<file path="src/rtl/fib_07_unwind.sv">
// Unwinds a consistent (a, b) total pair toward zero in n steps of (-1,-2) or (-2,-1),
// preferring the selector's step and falling back to the other one; ends in DONE or ERR.
module fib_07_unwind #(
  parameter int WIDTH = 11
) (
  input  logic             clk,
  input  logic             rst,
  input  logic             start,
  input  logic [WIDTH-1:0] a_in,
  input  logic [WIDTH-1:0] b_in,
  input  logic [WIDTH-1:0] n_in,
  input  logic             selector,
  output logic [WIDTH-1:0] a,
  output logic [WIDTH-1:0] b,
  output logic [WIDTH-1:0] n,
  output logic [WIDTH-1:0] i,
  output logic             busy,
  output logic             done,
  output logic             err
);

  typedef enum logic [1:0] {
    IDLE = 2'd0,
    RUN  = 2'd1,
    DONE = 2'd2,
    ERR  = 2'd3
  } state_t;

  state_t           r_state;
  state_t           w_nextState;
  logic [WIDTH-1:0] r_a;
  logic [WIDTH-1:0] r_b;
  logic [WIDTH-1:0] r_n;
  logic [WIDTH-1:0] r_i;
  logic             r_busy;
  logic             r_done;
  logic             r_err;

  logic [WIDTH+1:0] w_sumIn;
  logic [WIDTH+1:0] w_tripleN;
  logic             w_ok;
  logic             w_canS1;
  logic             w_canS0;
  logic             w_useS1;

  // Two extra bits keep both a_in+b_in and 3*n_in exact at full input range.
  assign w_sumIn   = {2'b00, a_in} + {2'b00, b_in};
  assign w_tripleN = {1'b0, n_in, 1'b0} + {2'b00, n_in};
  assign w_ok      = (w_sumIn == w_tripleN);

  assign w_canS1 = (r_a >= WIDTH'(1)) && (r_b >= WIDTH'(2));
  assign w_canS0 = (r_a >= WIDTH'(2)) && (r_b >= WIDTH'(1));
  assign w_useS1 = selector ? w_canS1 : !w_canS0;

  always_comb begin
    w_nextState = r_state;
    case (r_state)
      RUN: begin
        if (r_i == '0) begin
          w_nextState = DONE;
        end else if (!w_canS1 && !w_canS0) begin
          w_nextState = ERR;
        end
      end
      default: begin
        if (start) begin
          w_nextState = w_ok ? RUN : ERR;
        end
      end
    endcase
  end

  // Flags are registered from the next state so they track r_state exactly.
  always_ff @(posedge clk) begin
    if (rst) begin
      r_state <= IDLE;
      r_a     <= '0;
      r_b     <= '0;
      r_n     <= '0;
      r_i     <= '0;
      r_busy  <= 1'b0;
      r_done  <= 1'b0;
      r_err   <= 1'b0;
    end else begin
      r_state <= w_nextState;
      r_busy  <= (w_nextState == RUN);
      r_done  <= (w_nextState == DONE);
      r_err   <= (w_nextState == ERR);
      case (r_state)
        RUN: begin
          if ((r_i != '0) && (w_canS1 || w_canS0)) begin
            if (w_useS1) begin
              r_a <= r_a - WIDTH'(1);
              r_b <= r_b - WIDTH'(2);
            end else begin
              r_a <= r_a - WIDTH'(2);
              r_b <= r_b - WIDTH'(1);
            end
            r_i <= r_i - WIDTH'(1);
          end
        end
        default: begin
          if (start) begin
            r_a <= a_in;
            r_b <= b_in;
            r_n <= n_in;
            r_i <= n_in;
          end
        end
      endcase
    end
  end

  assign a    = r_a;
  assign b    = r_b;
  assign n    = r_n;
  assign i    = r_i;
  assign busy = r_busy;
  assign done = r_done;
  assign err  = r_err;

endmodule

</file>
<file path="config.mk">
export PLATFORM = sky130hd
export DESIGN_NAME = fib_07_unwind
export DESIGN_NICKNAME = d
export VERILOG_FILES = /design/src/rtl/fib_07_unwind.sv
export SDC_FILE = /design/constraint.sdc
export NUM_CORES = 1
export LEC_CHECK = 0
export ABC_AREA = 1
export BUFFER_PORTS_ARGS = -buffer_cell sky130_fd_sc_hd__buf_2
export CORE_MARGIN = 10
export CORE_UTILIZATION = 58
export DETAILED_ROUTE_END_ITERATION = 10
export GPL_ROUTABILITY_DRIVEN = 0
export GPL_TIMING_DRIVEN = 0
export PLACE_DENSITY = 0.82
export SETUP_SLACK_MARGIN = 0.3
export SLEW_MARGIN = 20
export SYNTH_ARGS = -nofsm -noshare
export SYNTH_HDL_FRONTEND = slang
export SYNTH_SLANG_ARGS = --single-unit
</file>
<file path="constraint.sdc">
create_clock -name clk -period 2.9 [get_ports clk]
set_clock_uncertainty 0.15 [all_clocks]
set_input_delay 0.435 -clock clk [delete_from_list [all_inputs] [get_ports clk]]
set_output_delay 0.435 -clock clk [all_outputs]
set_load 0.05 [all_outputs]
</file>
# ---- Word level (Yosys, flattened, before mapping)
# Cells that the tools add are included.
# Widths: inputs -> output; s select.
dict set report totals {
  output_inout_bits 47
  in_bits 37
  regBits 49
}
dict set report op_classes {
  mux 17
  n_addsub 7
  n_reduce_logical 12
  eq_ne 6
  bitwise_logic 1
  order_cmp 4
}
# operator n
set ops {}
lappend ops {{$mux 11} 11}
lappend ops {{$sub 11x1->11 const B} 3}
lappend ops {{$ge 11x1->1 const B} 2}
lappend ops {{$ge 11x2->1 const B} 2}
lappend ops {{$sub 11x2->11 const B} 2}
lappend ops {{$add 12x11->13} 1}
lappend ops {{$eq 12x13->1} 1}
lappend ops {{$add 11x11->12} 1}
lappend ops {{$logic_not 11->1} 1}
lappend ops {{$reduce_bool 11->1} 1}
lappend ops {{$mux 2} 5}
lappend ops {{$eq 2x1->1 const B} 2}
lappend ops {{$eq 2x2->1 const B} 2}
lappend ops {{$logic_and 1x1->1} 4}
lappend ops {{$reduce_and 2->1} 2}
lappend ops {{$logic_not 1->1} 2}
lappend ops {{$ne 2x2->1 const B} 1}
lappend ops {{$reduce_bool 2->1} 1}
lappend ops {{$logic_or 1x1->1} 1}
lappend ops {{$mux 1} 1}
lappend ops {{$not 1->1} 1}

# ---- Logic depth before layout (Yosys ltp)
# Gate-level depths: netlist of run 1.
dict set report depth {
  ltp_word 8
  depth_mapped 19
  ltp_nobuf 19
}

# ---- Worst setup path before layout of run 1
# No wires, ideal clock.
dict set report synth_timing {
  path_type {flip-flop to flip-flop}
  from {reg r_b[1] (netlist: b[1])}
  to {reg r_a[3] (netlist: a[3])}
  t_required_ns 2.618
  synth_period_minus_slack_ns 2.467
  path_stages_with_launch 14
  arrival_ns 2.185
  slack_ns 0.433
  cell_sequence {dfxtp_1 > inv_1 > ha_1 > nand2_1 > nand2_1 > nor3_2 > nand2_1 > nand2_1 > nand2_1 > nand2_2 > buf_2 > o21ai_0 > o21ai_0 > a21oi_1}
}
dict set report synth_via {
  elab_chain_cells 7
  elab_cells_between_ends 13
  classes_between {order compare: 2; eq/ne: 1; mux: 4; reduce/logical: 6}
}
# element line
set synth_lines {}
lappend synth_lines {{start: declaration} 32} ;# logic [WIDTH-1:0] r_b;
lappend synth_lines {{start signal: assignment} 94} ;# r_b <= r_b - WIDTH'(2);
lappend synth_lines {{start signal: assignment} 97} ;# r_b <= r_b - WIDTH'(1);
lappend synth_lines {{start signal: assignment} 105} ;# r_b <= b_in;
lappend synth_lines {{$ge 11x1->1} 52} ;# assign w_canS0 = (r_a >= WIDTH'(2)) && (r_b >= WIDTH'(1));
lappend synth_lines {{$logic_and 1x1->1} 52}
lappend synth_lines {{$logic_not 1->1} 53} ;# assign w_useS1 = selector ? w_canS1 : !w_canS0;
lappend synth_lines {{$mux 1} 53}
lappend synth_lines {{$mux 11} 92} ;# if (w_useS1) begin
lappend synth_lines {{$mux 11} 91} ;# if ((r_i != '0) && (w_canS1 || w_canS0)) begin
lappend synth_lines {{$mux 11} 89} ;# case (r_state)
lappend synth_lines {{end signal: assignment} 93} ;# r_a <= r_a - WIDTH'(1);
lappend synth_lines {{end signal: assignment} 96} ;# r_a <= r_a - WIDTH'(2);
lappend synth_lines {{end signal: assignment} 104} ;# r_a <= a_in;
lappend synth_lines {{end: declaration} 31} ;# logic [WIDTH-1:0] r_a;
# Parallel ways exist; a longest one is shown, timed or not. The select of a mux whose other input is x is not followed.
# A chain may end at the register's enable or synchronous reset.

# ---- Worst setup path after layout of run 1
dict set report layout_timing {
  from {in a_in[0]}
  to {reg r_err (netlist: err)}
}
dict set report layout_via {
  elab_chain_cells 6
}
# element line
set layout_lines {}
lappend layout_lines {{start: declaration} 9} ;# input logic [WIDTH-1:0] a_in,
lappend layout_lines {{$add 11x11->12} 47} ;# assign w_sumIn = {2'b00, a_in} + {2'b00, b_in};
lappend layout_lines {{$eq 12x13->1} 49} ;# assign w_ok = (w_sumIn == w_tripleN);
lappend layout_lines {{$mux 2} 67} ;# w_nextState = w_ok ? RUN : ERR;
lappend layout_lines {{$mux 2} 66} ;# if (start) begin
lappend layout_lines {{$mux 2} 57} ;# case (r_state)
lappend layout_lines {{$eq 2x2->1} 88} ;# r_err <= (w_nextState == ERR);
lappend layout_lines {{end signal: assignment} 88}
lappend layout_lines {{end: declaration} 37} ;# logic r_err;
# No other way between the ends.

==> metrics, run 1 <==
Yosys reg bits 49; crit path kind input pin to register; Synth Cell Area 4880 um^2; clk_lat worst skew 0.32 ns; Std-Cell Rows 33; H-tree levels 2; synth top area cells dfxtp_1, nand2_1, nor2_1; Syn Inst Count 822; Worst Max-Slew Pin Slew 0.684 ns; I/O pins 84; number of diodes 0; TritonCTS Sinks 49; Hold WC Path Type input pin to register; # nets final 986; CTS tree done; vias in the first global route 5222; Final setup viols 0; switching share of power 50.1%; WL per Instance 15.2 um; drt first pass iters 5; total wire length 15.5 mm; most frequent cells in the layout nand2_1, nor2_1, inv_1, buf_2, nand3_1; slew margin rel. 54.2%; hold_buf cts 0; min cycle time layout 2.46 ns; Power, Total 3.22 mW; dpl cell area 5430 um^2; leakage power 2.96 nW; die width 112 um; first-pass GRT wire length 25.1 mm; Ys Warns 0; pin count of the biggest net entering global routing 18; initial DRC count 530; status complete, no violations; most common cell after layout, fill and taps aside nand2_1; Via density 5.49; worst setup margin 0.438 ns; clock tree root driver cell clkbuf_8; count of different cell masters after synthesis 41; max-cap violations 0; Detail Route Antenna Nets 0; share of the synthesized area in the top cell type 20.1%; total congestion overflow 0; Comb pwr share 57.1%; Peak Freq 406 MHz; syn_area_per_cell 5.94 um^2; Post-Syn Nets 895; post-DP HPWL 12.4 mm; crit share post-route 84.9%; final cell count without fillers 1019; share of layout cells above drive strength 1 16.3%; Hold Violations, Final 0; total negative slack 0 ns; Post-Place Worst Slack -0.00606 ns; Post-route DRC 0; Req. time, crit path 2.97 ns; Crit. End Element register; unrepaired setup endpoints after global routing no; pwr dens 576 nW/um^2; Flop pwr share 26.7%; initial antenna violation count 0; most common flop cell mapped by yosys dfxtp_1; Worst Path Max Fanout 4; Area Overhead vs Synth 14.6%; smallest hold slack 0.190 ns; core footprint 8220 um^2; final core utilization 68.1%; Finished Cell Area 5590 um^2; internal power 1.61 mW; area leader, netlist dfxtp_1; vias after detailed routing 5598; Worst VDD drop 0.444 mV; kind of start point of the critical path input pin; Die Ht 112 um; Initial Util 59.4%; Psw 1.61 mW; PortBufs 83; Inst Count DP 1010; CTS buffer count 5; register area share after synthesis 20.1%; Max Root-Sink Buffers 2; power share of the clock group 16.2%; CTS clk-pin slew, worst paths 0.10 ns; Synth async-reset ratio 0%; max-slew violations 0; Post-synth EDFFs 0; worst path arrival time 2.53 ns; Total Routing Usage GR 23.5%; area of the die 12500 um^2
## cell type report
type	count	area, um^2
Sequential cell	49	982
Clock inverter	3	47.5
Clock buffer	5	68.8
Timing Repair Buffer	84	423
Inverter	106	398
Buffer	22	131
Tap cell	105	131
Fill cell	750	2620
Multi-Input combinational cell	645	3410
## repair_timing
item	in CTS	in global routing
pin swaps	0	3
endpoints found under the setup margin	3	30
gates resized for setup	1	12
gates cloned	0	0
setup buffers	0	1
## path summary, 6_finish.rpt
path | startpoint | to | slack [ns] | depth (start not counted)
worst min-delay path | rst | r_state[0] | 0.19 | 2
worst min register to register | n[0] | n[0] | 0.32 | 2
worst max register to register | b[2] | a[8] | 0.50 | 13
worst max-delay path | a_in[0] | err | 0.44 | 18
## per-layer routing
layer	vias up	track usage, %	routed length, um
li1	2795	-	-
met1	2544	29.0	6660
met2	219	41.2	7450
met3	40	3.38	1000
met4	0	6.68	407
met5	-	0	0
## cells in the mapped netlist, types with 2 or more instances
| library cell | n |
|---|---|
| a211oi_1 | 7 |
| a21oi_1 | 45 |
| buf_2 | 6 |
| buf_6 | 5 |
| clkbuf_1 | 9 |
| dfxtp_1 | 49 |
| fa_1 | 2 |
| ha_1 | 34 |
| inv_1 | 91 |
| inv_2 | 14 |
| nand2_1 | 244 |
| nand2_2 | 6 |
| nand3_1 | 51 |
| nand3b_1 | 4 |
| nand4_1 | 12 |
| nor2_1 | 118 |
| nor2_2 | 5 |
| nor3_1 | 6 |
| o2111ai_1 | 2 |
| o211ai_1 | 5 |
| o21ai_0 | 40 |
| o21ai_1 | 4 |
| o21bai_1 | 2 |
| o22ai_1 | 2 |
| or2_2 | 2 |
| xnor2_1 | 12 |
| xor2_1 | 31 |
## power groups by stage
stage | logic, mW | clock network (mW) | registers, mW
after floorplan | 1.11 | 0 | 1.14
after global placement | 1.75 | 0 | 0.866
after detailed placement | 1.80 | 0 | 0.870
after CTS | 1.80 | 0.526 | 0.855
after global routing | 2.04 | 0.551 | 0.870
final | 1.84 | 0.523 | 0.859
## sequential cells by signal (all words and copies together) (netlist names)
register and count:
done 1, a 11, b 11, r_state 2, i 11, busy 1
n 11, err 1
## kinds of logic after synthesis
group	share of synthesized area, %
compound gates	12.8
simple gates	38.9
flops	20.1
xor+xnor	7.72
fa+ha+maj	9.54
buf+inv	10.8
## critical path, stage by stage
cell and delay (ns):
buf_2 0.14, ha_4 0.16, inv_1 0.08, fa_2 0.42
inv_2 0.08, nand3_2 0.10, nand2_2 0.12, nand2_1 0.08
nand3_1 0.09, nand2_1 0.11, nand2_1 0.09, nand2_1 0.05
nor2_1 0.08, nand3_1 0.15, nand2_1 0.11, nand2_1 0.09
nand2_1 0.10, nor2_1 0.05
Note: power is estimated with default switching activity, not from simulation.
==> run 2: changes to the inputs <==
==> constraint.sdc (replaced) <==
create_clock -name clk -period 2.6 [get_ports clk]
set_clock_uncertainty 0.15 [all_clocks]
set_input_delay 0.39 -clock clk [delete_from_list [all_inputs] [get_ports clk]]
set_output_delay 0.39 -clock clk [all_outputs]
set_load 0.05 [all_outputs]
==> metrics, run 2 (synthesized netlist as in run 1, its figures left out) <==
slew margin rel. 52.8%; Worst R2R Setup Slack 0.34 ns; crit path cell chain inv_4 -> ha_1 -> nand2_1 -> nand2_2 -> nor3_2 -> nand2_1 -> nand2_2 -> nand2_2 -> nand2_4 -> buf_8 -> nand2_4 -> o21ai_2 -> nand3_1 -> a21oi_1; pwr dens 619 nW/um^2; unrepaired setup endpoints after global routing yes; Die Ht 112 um; R2R Path End a[0]; CTS clk-pin slew, worst paths 0.10 ns; first-pass GRT wire length 25.2 mm; Max Root-Sink Buffers 2; most frequent cells in the layout nand2_1, nor2_1, inv_1; worst path arrival time 2.35 ns; WL per Instance 16.0 um; Worst VDD drop 0.491 mV; TritonCTS Sinks 49; kind of start point of the critical path register; crit path kind register to register; total congestion overflow 0; Worst Setup EP a[0]; R2R Path Start b[1]; slowest CP cell dfxtp_4; Hold Violations, Final 0; # nets final 996; min cycle time layout 2.26 ns; Std-Cell Rows 33; leakage power 3.03 nW; Req. time, crit path 2.69 ns; core footprint 8220 um^2; max-cap violations 0; number of diodes 0; vias in the first global route 5317; final core utilization 72.2%; CTS buffer count 5; vias after detailed routing 5818; worst setup margin 0.335 ns; Via density 5.66; switching share of power 51.0%; most frequent CP cell nand2_2; Total Routing Usage GR 23.5%; Final setup viols 0; Comb pwr share 61.1%; share of layout cells above drive strength 1 22.0%; die width 112 um; Post-route DRC 0; PortBufs 83; family with the most delay on the worst path simple AND/OR/NAND/NOR gates; Flop pwr share 26.2%; max-slew violations 0; Crit. End Element register; post-DP HPWL 12.4 mm; area of the die 12500 um^2; Peak Freq 442 MHz; Detail Route Antenna Nets 0; drt first pass iters 6; initial DRC count 568; CP startpoint b[1]; clk_lat worst skew 0.31 ns; I/O pins 84; CTS tree done; Hold WC Path Type input pin to register; Buf/Inv on CP 2; initial antenna violation count 0; Reg2Reg Depth 14; Worst Max-Slew Pin Slew 0.705 ns; Post-Place Worst Slack -0.225 ns; Initial Util 59.4%; status complete, no violations; Worst Path Max Fanout 6; power share of the clock group 12.7%; Worst path max stage delay 0.38 ns; pin count of the biggest net entering global routing 16; internal power 1.80 mW; Area Overhead vs Synth 21.6%; hold_buf cts 0; most common cell after layout, fill and taps aside nand2_1; Crit path depth 14; total wire length 16.4 mm; clock tree root driver cell clkbuf_8; H-tree levels 2; Psw 1.87 mW; crit share post-route 87.1%
==> run 2: changes by cell type in the layout (fill, tap and decap cells not counted), sizes merged <==
cell,before,now
clkinv,1,2
clkinvlp,0,1
bufinv,1,0
clkbuf,14,16
inv,107,105
buf,97,105
==> run 2: repair_timing <==
action | CTS | global route
endpoints found under the setup margin | 31 | 36
setup buffers | 0 | 10
gates cloned | 0 | 1
pin swaps | 2 | 25
resized for setup | 19 | 74
==> run 2: cell type report <==
cell class / instances / area, um^2
clock inverter: 2 / 16.3
inverter: 106 / 405
clock buffer: 5 / 68.8
timing repair buffer: 94 / 546
fill: 692 / 2280
sequential: 49 / 991
tap: 105 / 131
buffer: 22 / 159
multi-input combinational: 645 / 3620
==> run 2: worst min-delay path by stage <==
stage / start / endpoint / slack [ns] / cells past startpoint
final: rst / r_state[0] / 0.16 / 2
after global routing: rst / r_state[0] / 0.17 / 2
after CTS: rst / r_state[0] / 0.15 / 2
after detailed placement: n[8] / n[8] / 0.30 / 2
after global placement: n[8] / n[8] / 0.30 / 2
after floorplan: rst / r_state[0] / 0.32 / 1
==> run 2: routing by layer <==
metal	wire, um	share of wire (%)	GRT usage, %
met1	6500	40	28.6
met2	8150	50	40.9
met3	1350	8.2	3.92
met4	420	2.6	7.97
met5	0	0	0
==> run 2: power groups by stage <==
| stage | Sequential [mW] | Clock, mW | Combinational (mW) |
|---|---|---|---|
| floorplan | 1.27 | 0 | 1.24 |
| global placement | 0.968 | 0 | 1.96 |
| detailed placement | 0.971 | 0 | 2.01 |
| CTS | 0.955 | 0.463 | 2.04 |
| global route | 0.974 | 0.496 | 2.45 |
| finish | 0.963 | 0.465 | 2.24 |
==> run 2: through the flow <==
stage	TNS, ns	std cells	instance area, um^2	hold WS [ns]	total power [mW]
floorplan	0	822	4880	0.324	2.51
global placement	-0.752	1010	5430	0.296	2.93
detailed placement	-0.777	1010	5430	0.305	2.98
CTS	0	1017	5570	0.150	3.46
global route	0	1028	5940	0.167	3.92
finish	0	1028	5940	0.157	3.67
==> run 2: worst reg2reg max path, cell delays in order (launching register included) <==
cell and delay (ns):
dfxtp_4 0.38, inv_4 0.06, ha_1 0.22, nand2_1 0.11
nand2_2 0.09, nor3_2 0.19, nand2_1 0.09, nand2_2 0.08
nand2_2 0.07, nand2_4 0.12, buf_8 0.14, nand2_4 0.08
o21ai_2 0.17, nand3_1 0.10, a21oi_1 0.14
